$ cat config.mk
export PLATFORM = sky130hd
export DESIGN_NAME = uart_tx_frame_flat
export DESIGN_NICKNAME = d
export VERILOG_FILES = /design/src/rtl/uart_tx_frame_if.sv /design/src/rtl/uart_tx_frame.sv /design/src/flat_wrapper.sv
export SDC_FILE = /design/constraint.sdc
export NUM_CORES = 1
export LEC_CHECK = 0
export ABC_AREA = 1
export ABC_CLOCK_PERIOD_IN_PS = 3300
export BUFFER_PORTS_ARGS = -buffer_cell sky130_fd_sc_hd__buf_4
export CAP_MARGIN = 15
export CELL_PAD_IN_SITES_DETAIL_PLACEMENT = 2
export CELL_PAD_IN_SITES_GLOBAL_PLACEMENT = 2
export CORE_UTILIZATION = 33
export DETAILED_ROUTE_END_ITERATION = 6
export PLACE_DENSITY = 0.94
export SLEW_MARGIN = 20
export SYNTH_ARGS = -nofsm -noshare
export SYNTH_HDL_FRONTEND = slang
export SYNTH_SLANG_ARGS = --single-unit
$ cat constraint.sdc
create_clock -name clk -period 3.3 [get_ports clk]
set_input_delay 0.33 -clock clk [delete_from_list [all_inputs] [get_ports clk]]
set_output_delay 0.33 -clock clk [all_outputs]
set_load 0.005 [all_outputs]
$ cat src/rtl/uart_tx_frame_if.sv
// Word-level handshake between the producer and the framed UART transmitter.
// The producer drives the master side; the transmitter takes the slave side.
interface uart_tx_frame_if #(
  parameter int PAYLOAD_W = 160
);
  logic [PAYLOAD_W-1:0] in_data;
  logic                 in_valid;
  logic                 in_ready;

  modport master (output in_data, output in_valid, input in_ready);
  modport slave  (input in_data, input in_valid, output in_ready);
endinterface

$ cat src/rtl/uart_tx_frame.sv
// Sends one PAYLOAD_W-bit word as NCHARS back-to-back UART characters, LSB first,
// with configurable data width, parity and stop bits and an internal bit-period counter.
module uart_tx_frame #(
  parameter int PAYLOAD_W    = 160,
  parameter int DATA_BITS    = 8,
  parameter int CLKS_PER_BIT = 16,
  parameter int PARITY       = 0,
  parameter int STOP_BITS    = 1
) (
  input  logic                                   clk,
  input  logic                                   rst_n,
  uart_tx_frame_if.slave                         bus,
  output logic                                   tx,
  output logic                                   busy,
  output logic [$clog2(PAYLOAD_W/DATA_BITS):0]   char_idx,
  output logic                                   frame_done
);

  localparam int NCHARS = PAYLOAD_W / DATA_BITS;
  localparam int IDX_W  = $clog2(NCHARS) + 1;
  localparam int CNT_W  = (CLKS_PER_BIT > 1) ? $clog2(CLKS_PER_BIT) : 1;
  localparam int BIT_W  = 4;

  localparam logic [2:0] S_IDLE  = 3'd0;
  localparam logic [2:0] S_START = 3'd1;
  localparam logic [2:0] S_DATA  = 3'd2;
  localparam logic [2:0] S_PAR   = 3'd3;
  localparam logic [2:0] S_STOP  = 3'd4;

  localparam logic [CNT_W-1:0] BAUD_LAST = CNT_W'(CLKS_PER_BIT - 1);
  localparam logic [BIT_W-1:0] DATA_LAST = BIT_W'(DATA_BITS - 1);
  localparam logic [BIT_W-1:0] STOP_LAST = BIT_W'(STOP_BITS - 1);
  localparam logic [IDX_W-1:0] CHAR_LAST = IDX_W'(NCHARS - 1);
  localparam bit               HAS_PAR   = (PARITY != 0);
  localparam bit               ODD_PAR   = (PARITY == 2);

  logic [2:0]           state;
  logic [CNT_W-1:0]     baud_cnt;
  logic [BIT_W-1:0]     bit_cnt;
  logic [PAYLOAD_W-1:0] shift_reg;
  logic                 parity_bit;
  logic                 bit_end;

  assign bit_end      = (baud_cnt == BAUD_LAST);
  assign bus.in_ready = (state == S_IDLE);
  assign busy         = (state != S_IDLE);

  // tx is registered and updated together with every state/bit change, so the
  // line always reflects the bit being timed by baud_cnt.
  always_ff @(posedge clk or negedge rst_n) begin
    if (!rst_n) begin
      state      <= S_IDLE;
      baud_cnt   <= '0;
      bit_cnt    <= '0;
      shift_reg  <= '0;
      parity_bit <= 1'b0;
      char_idx   <= '0;
      tx         <= 1'b1;
      frame_done <= 1'b0;
    end else begin
      frame_done <= 1'b0;
      if (state == S_IDLE) begin
        baud_cnt <= '0;
        if (bus.in_valid) begin
          shift_reg <= bus.in_data;
          state     <= S_START;
          bit_cnt   <= '0;
          char_idx  <= '0;
          tx        <= 1'b0;
        end
      end else if (!bit_end) begin
        baud_cnt <= baud_cnt + 1'b1;
      end else begin
        baud_cnt <= '0;
        case (state)
          S_START: begin
            state      <= S_DATA;
            bit_cnt    <= '0;
            tx         <= shift_reg[0];
            parity_bit <= (^shift_reg[DATA_BITS-1:0]) ^ ODD_PAR;
          end
          // Shifting the whole word leaves the next character's LSB at bit 0.
          S_DATA: begin
            shift_reg <= shift_reg >> 1;
            if (bit_cnt == DATA_LAST) begin
              bit_cnt <= '0;
              if (HAS_PAR) begin
                state <= S_PAR;
                tx    <= parity_bit;
              end else begin
                state <= S_STOP;
                tx    <= 1'b1;
              end
            end else begin
              bit_cnt <= bit_cnt + 1'b1;
              tx      <= shift_reg[1];
            end
          end
          S_PAR: begin
            state   <= S_STOP;
            bit_cnt <= '0;
            tx      <= 1'b1;
          end
          S_STOP: begin
            if (bit_cnt == STOP_LAST) begin
              bit_cnt <= '0;
              if (char_idx == CHAR_LAST) begin
                state      <= S_IDLE;
                char_idx   <= '0;
                frame_done <= 1'b1;
                tx         <= 1'b1;
              end else begin
                state    <= S_START;
                char_idx <= char_idx + 1'b1;
                tx       <= 1'b0;
              end
            end else begin
              bit_cnt <= bit_cnt + 1'b1;
            end
          end
          default: begin
            state <= S_IDLE;
            tx    <= 1'b1;
          end
        endcase
      end
    end
  end

endmodule
$ cat src/flat_wrapper.sv
// flat-port wrapper written by rule: the top's interface ports become plain ports
module uart_tx_frame_flat 
#(
  parameter int PAYLOAD_W    = 160,
  parameter int DATA_BITS    = 8,
  parameter int CLKS_PER_BIT = 16,
  parameter int PARITY       = 0,
  parameter int STOP_BITS    = 1
)
  (clk, rst_n, tx, busy, char_idx, frame_done, bus_in_data, bus_in_valid, bus_in_ready);
  uart_tx_frame_if #(.PAYLOAD_W(PAYLOAD_W)) bus_i ();
  input  logic clk;
  input  logic rst_n;
  output logic tx;
  output logic busy;
  output logic [$clog2(PAYLOAD_W/DATA_BITS):0] char_idx;
  output logic frame_done;
  input wire logic [$bits(bus_i.in_data)-1:0] bus_in_data;
  input wire logic [$bits(bus_i.in_valid)-1:0] bus_in_valid;
  output wire logic [$bits(bus_i.in_ready)-1:0] bus_in_ready;
  assign bus_i.in_data = bus_in_data;
  assign bus_i.in_valid = bus_in_valid;
  assign bus_in_ready = bus_i.in_ready;
  uart_tx_frame #(.PAYLOAD_W(PAYLOAD_W), .DATA_BITS(DATA_BITS), .CLKS_PER_BIT(CLKS_PER_BIT), .PARITY(PARITY), .STOP_BITS(STOP_BITS)) u_core (.clk(clk), .rst_n(rst_n), .bus(bus_i), .tx(tx), .busy(busy), .char_idx(char_idx), .frame_done(frame_done));
endmodule
### Word-level counts from Yosys, hierarchy flattened

Index checks and enable logic that the tools add are counted.

* register bits: 179
* bits of input ports: 163
* output and inout port bits: 10

* $add $sub $neg: 3
* reductions and logical operators: 14
* multiplexer cells: 36
* equal/unequal tests: 10

Operators with widths (count)
* $mux W160: 4
* $mux W6: 6
* $mux W4: 7
* $mux W3: 5
* $pmux W3 S4: 1
* $pmux W4 S3: 1
* $mux W1: 11
* $reduce_and A3 Y1: 3
* $add A4 B1 Y4 const B: 2
* $reduce_and A4 Y1: 2
* $reduce_bool A2 Y1: 4
* $add A6 B1 Y6 const B: 1
* $eq A3 B2 Y1 const B: 2
* $eq A6 B5 Y1 const B: 1
* $ne A3 B2 Y1 const B: 2
* $eq A4 B3 Y1 const B: 1
* $eq A4 B4 Y1 const B: 1
* $logic_not A4 Y1: 1
* $reduce_bool A4 Y1: 1
* $eq A3 B1 Y1 const B: 1
* $eq A3 B3 Y1 const B: 1
* $logic_not A3 Y1: 1
* $pmux W1 S3: 1
* $reduce_bool A3 Y1: 1
* 2 further kinds: 2

### Depth between registers and ports, before layout

Gate-level depths: netlist of run 1.

* word-level depth: 6
* depth in mapped cells: 9

### Worst setup path after synthesis of run 1

OpenSTA, ideal clock, no wires.

* path type: flip-flop to flip-flop
* start: reg u_core.state[0]
* end: reg u_core.shift_reg[58]
* data arrival time: 1.392 ns
* slack: 1.785 ns
* library setup time: 0.123 ns
* cell stages (with the launch flop): 9
* clock period less this slack: 1.515 ns
* cells stage by stage: dfrtp_1 nor2_4 nand2_2 nand2_2 nand2_4 buf_4 clkbuf_1 o21ai_0 nand2_1

* word-level cells in the longest chain between the ends: 3
* elaborated cells between the ends (all ways): 7
* those cells by class: 2 x eq/ne; 1 x mux; 4 x reduce/logical

RTL lines
* start, declared: line uart_tx_frame.sv:37 `logic [2:0] state;`
* start signal, assigned: line uart_tx_frame.sv:52 `state <= S_IDLE;`
* start signal, assigned: line uart_tx_frame.sv:66 `state <= S_START;`
* start signal, assigned: line uart_tx_frame.sv:77 `state <= S_DATA;`
* $eq A3 B2 Y1 or $logic_not A3 Y1 (tied branches): line uart_tx_frame.sv:75, uart_tx_frame.sv:62
* $reduce_bool A2 Y1 (no source line) or $ne A2 B2 Y1 (tied branches)
* $reduce_and A3 Y1 (no source line)
* end signal, assigned: line uart_tx_frame.sv:65 `shift_reg <= bus.in_data;`
* end signal, assigned: line uart_tx_frame.sv:84 `shift_reg <= shift_reg >> 1;`
* end, declared: line uart_tx_frame.sv:40 `logic [PAYLOAD_W-1:0] shift_reg;`

Parallel ways exist; a longest one is shown, timed or not.
A chain may end at the register's enable or synchronous reset.

### Worst setup path after layout of run 1

* start: reg u_core.state[0]
* end: reg u_core.shift_reg[46]

The elaborated chain is that of the path after synthesis.

==> report_table.html, run 1 <==
<table>
<tr><th>Metric</th><th>Value</th></tr>
<tr><th colspan="2">Floorplanning</th></tr>
<tr><td>Die span in y</td><td>170 um</td></tr>
<tr><td>Core Box Area</td><td>27800 sq um</td></tr>
<tr><td>Die X-Extent</td><td>170 um</td></tr>
<tr><td>Overall die area</td><td>29000 sq um</td></tr>
<tr><td>Initial core utilization</td><td>33.6%</td></tr>
<tr><td>Placement row count</td><td>61</td></tr>
<tr><td>Number of ports placed on the die boundary</td><td>173</td></tr>
<tr><th colspan="2">STA</th></tr>
<tr><td>Max_slew headroom</td><td>41.2%</td></tr>
<tr><td>Final hold violations</td><td>0</td></tr>
<tr><td>Final worst-path cycle share</td><td>73.6%</td></tr>
<tr><td>Max Transition Viols Final</td><td>0</td></tr>
<tr><td>Final setup vio count</td><td>0</td></tr>
<tr><td>Unrepaired setup endpoints after global routing</td><td>false</td></tr>
<tr><td>Max frequency</td><td>0.412 GHz</td></tr>
<tr><td>Min cycle time layout</td><td>2.43 ns</td></tr>
<tr><td>Clock skew</td><td>0.0113 ns</td></tr>
<tr><td>Setup tns final</td><td>0 ns</td></tr>
<tr><td>Worst-margin pin slew</td><td>0.882 ns</td></tr>
<tr><th colspan="2">Global route</th></tr>
<tr><td>Global-route met1 utilization</td><td>28.6%</td></tr>
<tr><td>Antenna violations before repair</td><td>0</td></tr>
<tr><td>Global-route wire length before repair</td><td>52.6 mm</td></tr>
<tr><td>Most utilized layer in the global route result</td><td>met2</td></tr>
<tr><td>Met3 track demand over resource</td><td>2.05%</td></tr>
<tr><td>Sum of overflow across all layers after global routing</td><td>0</td></tr>
<tr><td>GR met2 Demand/Resource</td><td>41.5%</td></tr>
<tr><td>Largest net degree at the start of global routing</td><td>90</td></tr>
<tr><td>Global router's overall resource usage</td><td>22.8%</td></tr>
<tr><td>Vias in the first global route</td><td>10300</td></tr>
<tr><th colspan="2">Clocking</th></tr>
<tr><td>CTS buffer count</td><td>17</td></tr>
<tr><td>Level count of the clock H-tree</td><td>4</td></tr>
<tr><td>CTS tree</td><td>yes</td></tr>
<tr><td>Clock root buffer master</td><td>clkbuf_16</td></tr>
<tr><td>Clock-pin slew of the registers on the worst-case setup and hold paths</td><td>0.07 ns</td></tr>
<tr><td>Hold-fix buffer count after cts</td><td>1</td></tr>
<tr><td>Worst-Skew Late Latency</td><td>0.42 ns</td></tr>
<tr><td>Number of clock sinks</td><td>179</td></tr>
<tr><td>Longest Clk Path Bufs</td><td>2</td></tr>
<tr><td>Resized Gates After CTS</td><td>0</td></tr>
<tr><td>Post-CTS Setup Bufs</td><td>0</td></tr>
<tr><th colspan="2">Drt</th></tr>
<tr><td>Iteration-0 DRC count of the detailed router</td><td>415</td></tr>
<tr><td>Detailed-routing iteration count for the pre-antenna-repair pass</td><td>6</td></tr>
<tr><td>Detail-routed net length per standard cell</td><td>17.2 um</td></tr>
<tr><td>Via count normalized by instance count</td><td>5.02</td></tr>
<tr><td>Number of routed nets with antenna violations</td><td>0</td></tr>
<tr><td>Residual DRC count</td><td>0</td></tr>
<tr><td>Via count of the routed design</td><td>9380</td></tr>
<tr><td>Routed WL</td><td>32.2 mm</td></tr>
<tr><th colspan="2">Outcome</th></tr>
<tr><td>Run status</td><td>finished, final reports clean</td></tr>
<tr><th colspan="2">Cells and area</th></tr>
<tr><td>Max reg flops</td><td>160</td></tr>
<tr><td>Final layout net count</td><td>1646</td></tr>
<tr><td>Share of post-route cells with drive strength above 1</td><td>15.2%</td></tr>
<tr><td>Antenna diode count</td><td>0</td></tr>
<tr><td>Layout-stage area growth over the synthesis result</td><td>23.3%</td></tr>
<tr><td>Number of fill cells</td><td>3373</td></tr>
<tr><th colspan="2">Placement</th></tr>
<tr><td>Final RePlAce weighted congestion</td><td>0.828</td></tr>
<tr><td>Post-detail-place hpwl</td><td>20.9 mm</td></tr>
<tr><td>Number of port buffers</td><td>172</td></tr>
<tr><th colspan="2">Worst setup path</th></tr>
<tr><td>Kind of critical path</td><td>reg2reg</td></tr>
<tr><td>CP Max Fanout</td><td>89</td></tr>
<tr><td>Crit path capture type</td><td>flop</td></tr>
<tr><td>Nature of the critical path startpoint</td><td>flop</td></tr>
<tr><td>CP Data Required Time</td><td>3.66 ns</td></tr>
<tr><td>Worst endpoint data arrival time</td><td>2.79 ns</td></tr>
<tr><th colspan="2">Synth</th></tr>
<tr><td>Main area contributors after synthesis</td><td>dfrtp_1 48%, nand2_1 33%, o21ai_0 9.4%</td></tr>
<tr><td>Largest area contributor in the netlist</td><td>dfrtp_1</td></tr>
<tr><td>Synth top area share</td><td>47.7%</td></tr>
<tr><td>Post-synthesis sequential element count</td><td>179</td></tr>
<tr><td>Syn Nets</td><td>1528</td></tr>
<tr><td>Synth unique cells</td><td>26</td></tr>
<tr><td>Combined area of all synthesized cells</td><td>9340 sq um</td></tr>
<tr><td>Mean post-synth cell area</td><td>6.86 sq um</td></tr>
<tr><td>Total of warnings raised by yosys</td><td>0</td></tr>
<tr><td>Sequential element share of the synthesized area</td><td>48.0%</td></tr>
<tr><td>Post-Syn Instances</td><td>1361</td></tr>
<tr><th colspan="2">Job</th></tr>
<tr><td>Number of maximum-capacitance violations</td><td>0</td></tr>
<tr><th colspan="2">Power</th></tr>
<tr><td>Post-route total power</td><td>0.0111 W</td></tr>
<tr><td>VDD IR-drop max</td><td>0.434 mV</td></tr>
<tr><td>Leakage Power</td><td>6.37 nW</td></tr>
<tr><td>Power per cell area</td><td>961 nW/um^2</td></tr>
<tr><th colspan="2">Min path</th></tr>
<tr><td>Hold Crit Class</td><td>in2reg</td></tr>
</table>
cell type report:
| class | count | area, sq um | area share (%) |
|---|---|---|---|
| clock buffer | 19 | 443 | 3.85 |
| clock inverter | 13 | 149 | 1.29 |
| inverter | 25 | 98.8 | 0.858 |
| multi-input combinational | 1069 | 4380 | 38.1 |
| sequential | 179 | 4480 | 38.9 |
| tap | 378 | 473 | 4.11 |
| timing repair buffer | 187 | 1490 | 12.9 |
cells in the final DEF (no fill, tap or decap), drive strengths merged:
cell         Yosys  final
ha               4      4
nand3           20     20
nand3b           3      3
inv             25     29
dfrtp          178    178
clkinvlp         0      3
nand2          834    834
o211ai           1      1
nand4            3      3
xnor2            1      1
nor4             1      1
dfstp            1      1
bufinv           0      2
nor2            21     21
dlygate4sd3      0      1
o21ai          178    178
a21oi            1      1
clkinv           0      4
xor2             1      1
clkbuf          37     20
or2              1      1
buf             51    185
through the flow:
step | cell area [sq um] | setup slack [ns] | hold WS (ns) | util [%] | std cells
3_3_place_gp | 10900 | 1.03 | 0.445 | 39.3 | 1837
5_1_grt | 11500 | 0.702 | 0.192 | 41.5 | 1870
6_report | 11500 | 0.872 | 0.191 | 41.5 | 1870
4_1_cts | 11500 | 0.864 | 0.176 | 41.5 | 1870
2_1_floorplan | 9340 | 1.79 | 0.0344 | - | 1361
3_5_place_dp | 10900 | 0.864 | 0.454 | 39.3 | 1837
kinds of logic after synthesis:
kind of cell,share of synthesized area (%)
compound gates,9.68
xor+xnor,0.188
fa+ha+maj,0.536
buf+inv,5.20
flops,48.0
simple gates,36.4
synth_stat cells:
cell type  count
nand4_1        3
inv_2          3
buf_1          6
nand3b_1       3
nor2_8         1
dfrtp_1      178
inv_1         22
nand2_4        1
or2_2          1
clkbuf_1      37
nand3_1       20
nand2_1      831
xor2_1         1
nor4_1         1
xnor2_1        1
ha_1           4
nor2_4         1
nor2_1        19
o21ai_1        2
buf_4          2
a21oi_1        1
o21ai_0      176
buf_2         43
nand2_2        2
o211ai_1       1
dfstp_2        1
path summary, 6_finish.rpt:
kind,to,slack [ns],cells past startpoint,startpoint
max,u_core.shift_reg[46],0.87,5,u_core.state[0]
min,u_core.shift_reg[159],0.19,3,bus_in_data[159]
max in group asynchronous,u_core.shift_reg[50],2.00,3,rst_n
min in group asynchronous,u_core.shift_reg[100],0.53,2,rst_n
max reg2reg,u_core.shift_reg[46],0.87,5,u_core.state[0]
min reg2reg,u_core.baud_cnt[0],0.47,1,u_core.baud_cnt[0]
report_power, final:
group / leakage (nW) / switching [W] / internal, W
sequential: 2.30 / 0.000509 / 0.00310
clock: 0.281 / 0.000946 / 0.00115
combinational: 3.79 / 0.00385 / 0.00152
metal layers:
metal | vias to the layer above | routed length, um
li1 | 4453 | -
met1 | 4745 | 14100
met2 | 149 | 16800
met3 | 33 | 731
met4 | 0 | 576
met5 | - | 0
critical path, stage by stage (launching register included):
cell and delay [ns]:
dfrtp_1 0.47, nor2_1 0.13, inv_4 0.65, buf_4 0.69, o21ai_0 0.27, nand2_1 0.11
No activity file was read; power rests on OpenSTA's default activity.
==> run 2: changes to the inputs <==
Settings changed: ABC_CLOCK_PERIOD_IN_PS 3300 to 2500, CORE_UTILIZATION 33 to 31, PLACE_DENSITY 0.94 to 0.9.
Clock period 3.3 ns to 2.5 ns, I/O delays scaled along.
==> run 2 against run 1 <==
Effect of this change:
- clock skew up 0.0016 ns
- first-iteration DRC count up 19%
- total power is 33% higher
- sequential share of layout area decreased by 0.36 points
- sequential cell count is the same
- worst hold slack lost 0.11 ns
- critical endpoint is now u_core.bit_cnt[0]
- largest power group unchanged
- cell area up 0.95%
==> report_table.html, run 2 (synthesis gave the netlist of run 1 again) <==
<table>
<tr><th>Metric</th><th>Value</th></tr>
<tr><th colspan="2">Worst setup path</th></tr>
<tr><td>Kind of critical path</td><td>reg2reg</td></tr>
<tr><td>R2R Path End</td><td>u_core.bit_cnt[0]</td></tr>
<tr><td>CP Data Required Time</td><td>2.80 ns</td></tr>
<tr><td>Worst endpoint data arrival time</td><td>2.46 ns</td></tr>
<tr><td>Nature of the critical path startpoint</td><td>flop</td></tr>
<tr><td>Worst Reg-to-Reg Cells</td><td>7</td></tr>
<tr><td>CP Max Fanout</td><td>158</td></tr>
<tr><td>Register-to-Register Setup Slack</td><td>0.34 ns</td></tr>
<tr><td>Crit path capture type</td><td>flop</td></tr>
<tr><td>Origin of the critical flop-to-flop path</td><td>u_core.state[0]</td></tr>
<tr><th colspan="2">STA</th></tr>
<tr><td>Worst-margin pin slew</td><td>0.822 ns</td></tr>
<tr><td>Setup tns final</td><td>0 ns</td></tr>
<tr><td>Max Transition Viols Final</td><td>0</td></tr>
<tr><td>Unrepaired setup endpoints after global routing</td><td>false</td></tr>
<tr><td>Max_slew headroom</td><td>45.2%</td></tr>
<tr><td>Min cycle time layout</td><td>2.16 ns</td></tr>
<tr><td>Final setup vio count</td><td>0</td></tr>
<tr><td>Max frequency</td><td>0.463 GHz</td></tr>
<tr><td>Final worst-path cycle share</td><td>86.3%</td></tr>
<tr><td>Final hold violations</td><td>0</td></tr>
<tr><td>Clock skew</td><td>0.0129 ns</td></tr>
<tr><th colspan="2">Cells and area</th></tr>
<tr><td>Post-Route Utilization</td><td>39.2%</td></tr>
<tr><td>Final layout net count</td><td>1649</td></tr>
<tr><td>Combined area of the multi-input logic cells</td><td>4380 sq um</td></tr>
<tr><td>Cell area after layout</td><td>11600 sq um</td></tr>
<tr><td>Layout-stage area growth over the synthesis result</td><td>24.5%</td></tr>
<tr><td>Max reg flops</td><td>160</td></tr>
<tr><td>Most common library cell in the layout ignoring fill and taps</td><td>nand2_1</td></tr>
<tr><td>Antenna diode count</td><td>0</td></tr>
<tr><td>Commonest cells after routing, fill and taps aside</td><td>831 x nand2_1, 179 x buf_4, 178 x dfrtp_1, 176 x o21ai_0, 22 x inv_1</td></tr>
<tr><td>Number of fill cells</td><td>3563</td></tr>
<tr><td>Share of post-route cells with drive strength above 1</td><td>15.4%</td></tr>
<tr><td>FF+latch area</td><td>4480 sq um</td></tr>
<tr><th colspan="2">Clocking</th></tr>
<tr><td>CTS tree</td><td>yes</td></tr>
<tr><td>CTS buffer count</td><td>17</td></tr>
<tr><td>Clock-pin slew of the registers on the worst-case setup and hold paths</td><td>0.07 ns</td></tr>
<tr><td>Level count of the clock H-tree</td><td>4</td></tr>
<tr><td>Worst-Skew Late Latency</td><td>0.44 ns</td></tr>
<tr><td>Longest Clk Path Bufs</td><td>2</td></tr>
<tr><td>Clock root buffer master</td><td>clkbuf_16</td></tr>
<tr><td>Resized Gates After CTS</td><td>0</td></tr>
<tr><td>Number of clock sinks</td><td>179</td></tr>
<tr><th colspan="2">Drt</th></tr>
<tr><td>Number of routed nets with antenna violations</td><td>0</td></tr>
<tr><td>Detailed-routing iteration count for the pre-antenna-repair pass</td><td>4</td></tr>
<tr><td>Residual DRC count</td><td>0</td></tr>
<tr><td>Via count normalized by instance count</td><td>4.93</td></tr>
<tr><td>Via count of the routed design</td><td>9291</td></tr>
<tr><td>Iteration-0 DRC count of the detailed router</td><td>492</td></tr>
<tr><td>Routed WL</td><td>30.6 mm</td></tr>
<tr><td>Detail-routed net length per standard cell</td><td>16.2 um</td></tr>
<tr><th colspan="2">Min path</th></tr>
<tr><td>Hold Crit Class</td><td>in2reg</td></tr>
<tr><td>Cell depth of the worst hold path</td><td>3</td></tr>
<tr><td>Endpoint of the worst hold path</td><td>u_core.shift_reg[159]</td></tr>
<tr><td>Origin of the worst min-delay path</td><td>bus_in_data[159]</td></tr>
<tr><th colspan="2">Global route</th></tr>
<tr><td>Global router's overall resource usage</td><td>20.6%</td></tr>
<tr><td>Antenna violations before repair</td><td>0</td></tr>
<tr><td>Global-route wire length before repair</td><td>50.9 mm</td></tr>
<tr><td>Largest net degree at the start of global routing</td><td>159</td></tr>
<tr><td>Sum of overflow across all layers after global routing</td><td>0</td></tr>
<tr><td>Vias in the first global route</td><td>10200</td></tr>
<tr><th colspan="2">Floorplanning</th></tr>
<tr><td>Overall die area</td><td>30800 sq um</td></tr>
<tr><td>Core Box Area</td><td>29600 sq um</td></tr>
<tr><td>Die span in y</td><td>176 um</td></tr>
<tr><td>Initial core utilization</td><td>31.5%</td></tr>
<tr><td>Placement row count</td><td>63</td></tr>
<tr><td>Die X-Extent</td><td>176 um</td></tr>
<tr><td>Number of ports placed on the die boundary</td><td>173</td></tr>
<tr><th colspan="2">Placement</th></tr>
<tr><td>Post-Place Cell Area</td><td>11000 sq um</td></tr>
<tr><td>Post-detail-place hpwl</td><td>19.7 mm</td></tr>
<tr><td>Number of port buffers</td><td>172</td></tr>
<tr><td>Final RePlAce weighted congestion</td><td>0.792</td></tr>
<tr><th colspan="2">Power</th></tr>
<tr><td>Power per cell area</td><td>1260 nW/um^2</td></tr>
<tr><td>Leakage Power</td><td>6.42 nW</td></tr>
<tr><td>VDD IR-drop max</td><td>0.951 mV</td></tr>
<tr><th colspan="2">Job</th></tr>
<tr><td>Number of maximum-capacitance violations</td><td>0</td></tr>
<tr><th colspan="2">Outcome</th></tr>
<tr><td>Run status</td><td>finished, final reports clean</td></tr>
</table>
==> run 2: cell types whose count changed in the layout (fill, tap and decap cells not counted), sizes merged <==
cell,before,now
buf,185,188
clkinvlp,3,1
inv,29,30
clkbuf,20,21
clkinv,4,3
bufinv,2,3
==> run 2: worst max-delay path by stage <==
stage | from | to | slack, ns
after global placement | u_core.state[0] | u_core.bit_cnt[0] | 0.53
after floorplan | u_core.state[0] | u_core.shift_reg[58] | 0.99
after CTS | u_core.state[0] | u_core.bit_cnt[0] | 0.35
after detailed placement | u_core.state[0] | u_core.bit_cnt[0] | 0.45
final | u_core.state[0] | u_core.bit_cnt[0] | 0.34
after global routing | u_core.state[0] | u_core.bit_cnt[0] | 0.19
==> run 2: timing repair <==
item | CTS | global route
setup buffers | 0 | 0
hold buffers | 1 | 0
endpoints found under the hold margin | 59 | 0
==> run 2: final cells by class <==
type                    instances  area share [%]
clock inverters                12            1.43
well taps                     390            4.20
inverters                      25           0.872
flip-flops and latches        179            38.5
clock buffers                  20            3.93
repair buffers                190            13.3
multi-input cells            1069            37.7
==> run 2: per-layer routing <==
metal | track usage, % | vias to the layer above | wire [um]
met2 | 36.8 | 149 | 15300
met1 | 26.3 | 4666 | 13900
met3 | 2.36 | 22 | 926
li1 | - | 4454 | -
met5 | 0 | - | 0
met4 | 5.40 | 0 | 377
==> run 2: metrics by stage <==
stage                     total power, W  instances  hold WS (ns)  worst slack, ns
after global placement            0.0114       1852         0.305            0.532
after detailed placement          0.0119       1852         0.304            0.446
final                             0.0147       1885        0.0831            0.342
after floorplan                  0.00954       1361       -0.0456            0.985
after CTS                         0.0150       1885        0.0665            0.346
after global routing              0.0161       1885        0.0931            0.187
==> run 2: report_power, final <==
part / internal (W) / total [W] / switching, W
sequential: 0.00409 / 0.00473 / 0.000639
clock: 0.00165 / 0.00291 / 0.00126
combinational: 0.00209 / 0.00705 / 0.00496
total: 0.00783 / 0.0147 / 0.00686
==> run 2: worst max-delay path: stages, from the launching register on <==
cell      delay [ns]
dfrtp_1         0.46
nor2_4          0.25
nand3b_1        0.16
nand2_4         0.14
buf_12          0.48
nor2_1          0.21
nand4_1         0.13
nand2_1         0.09
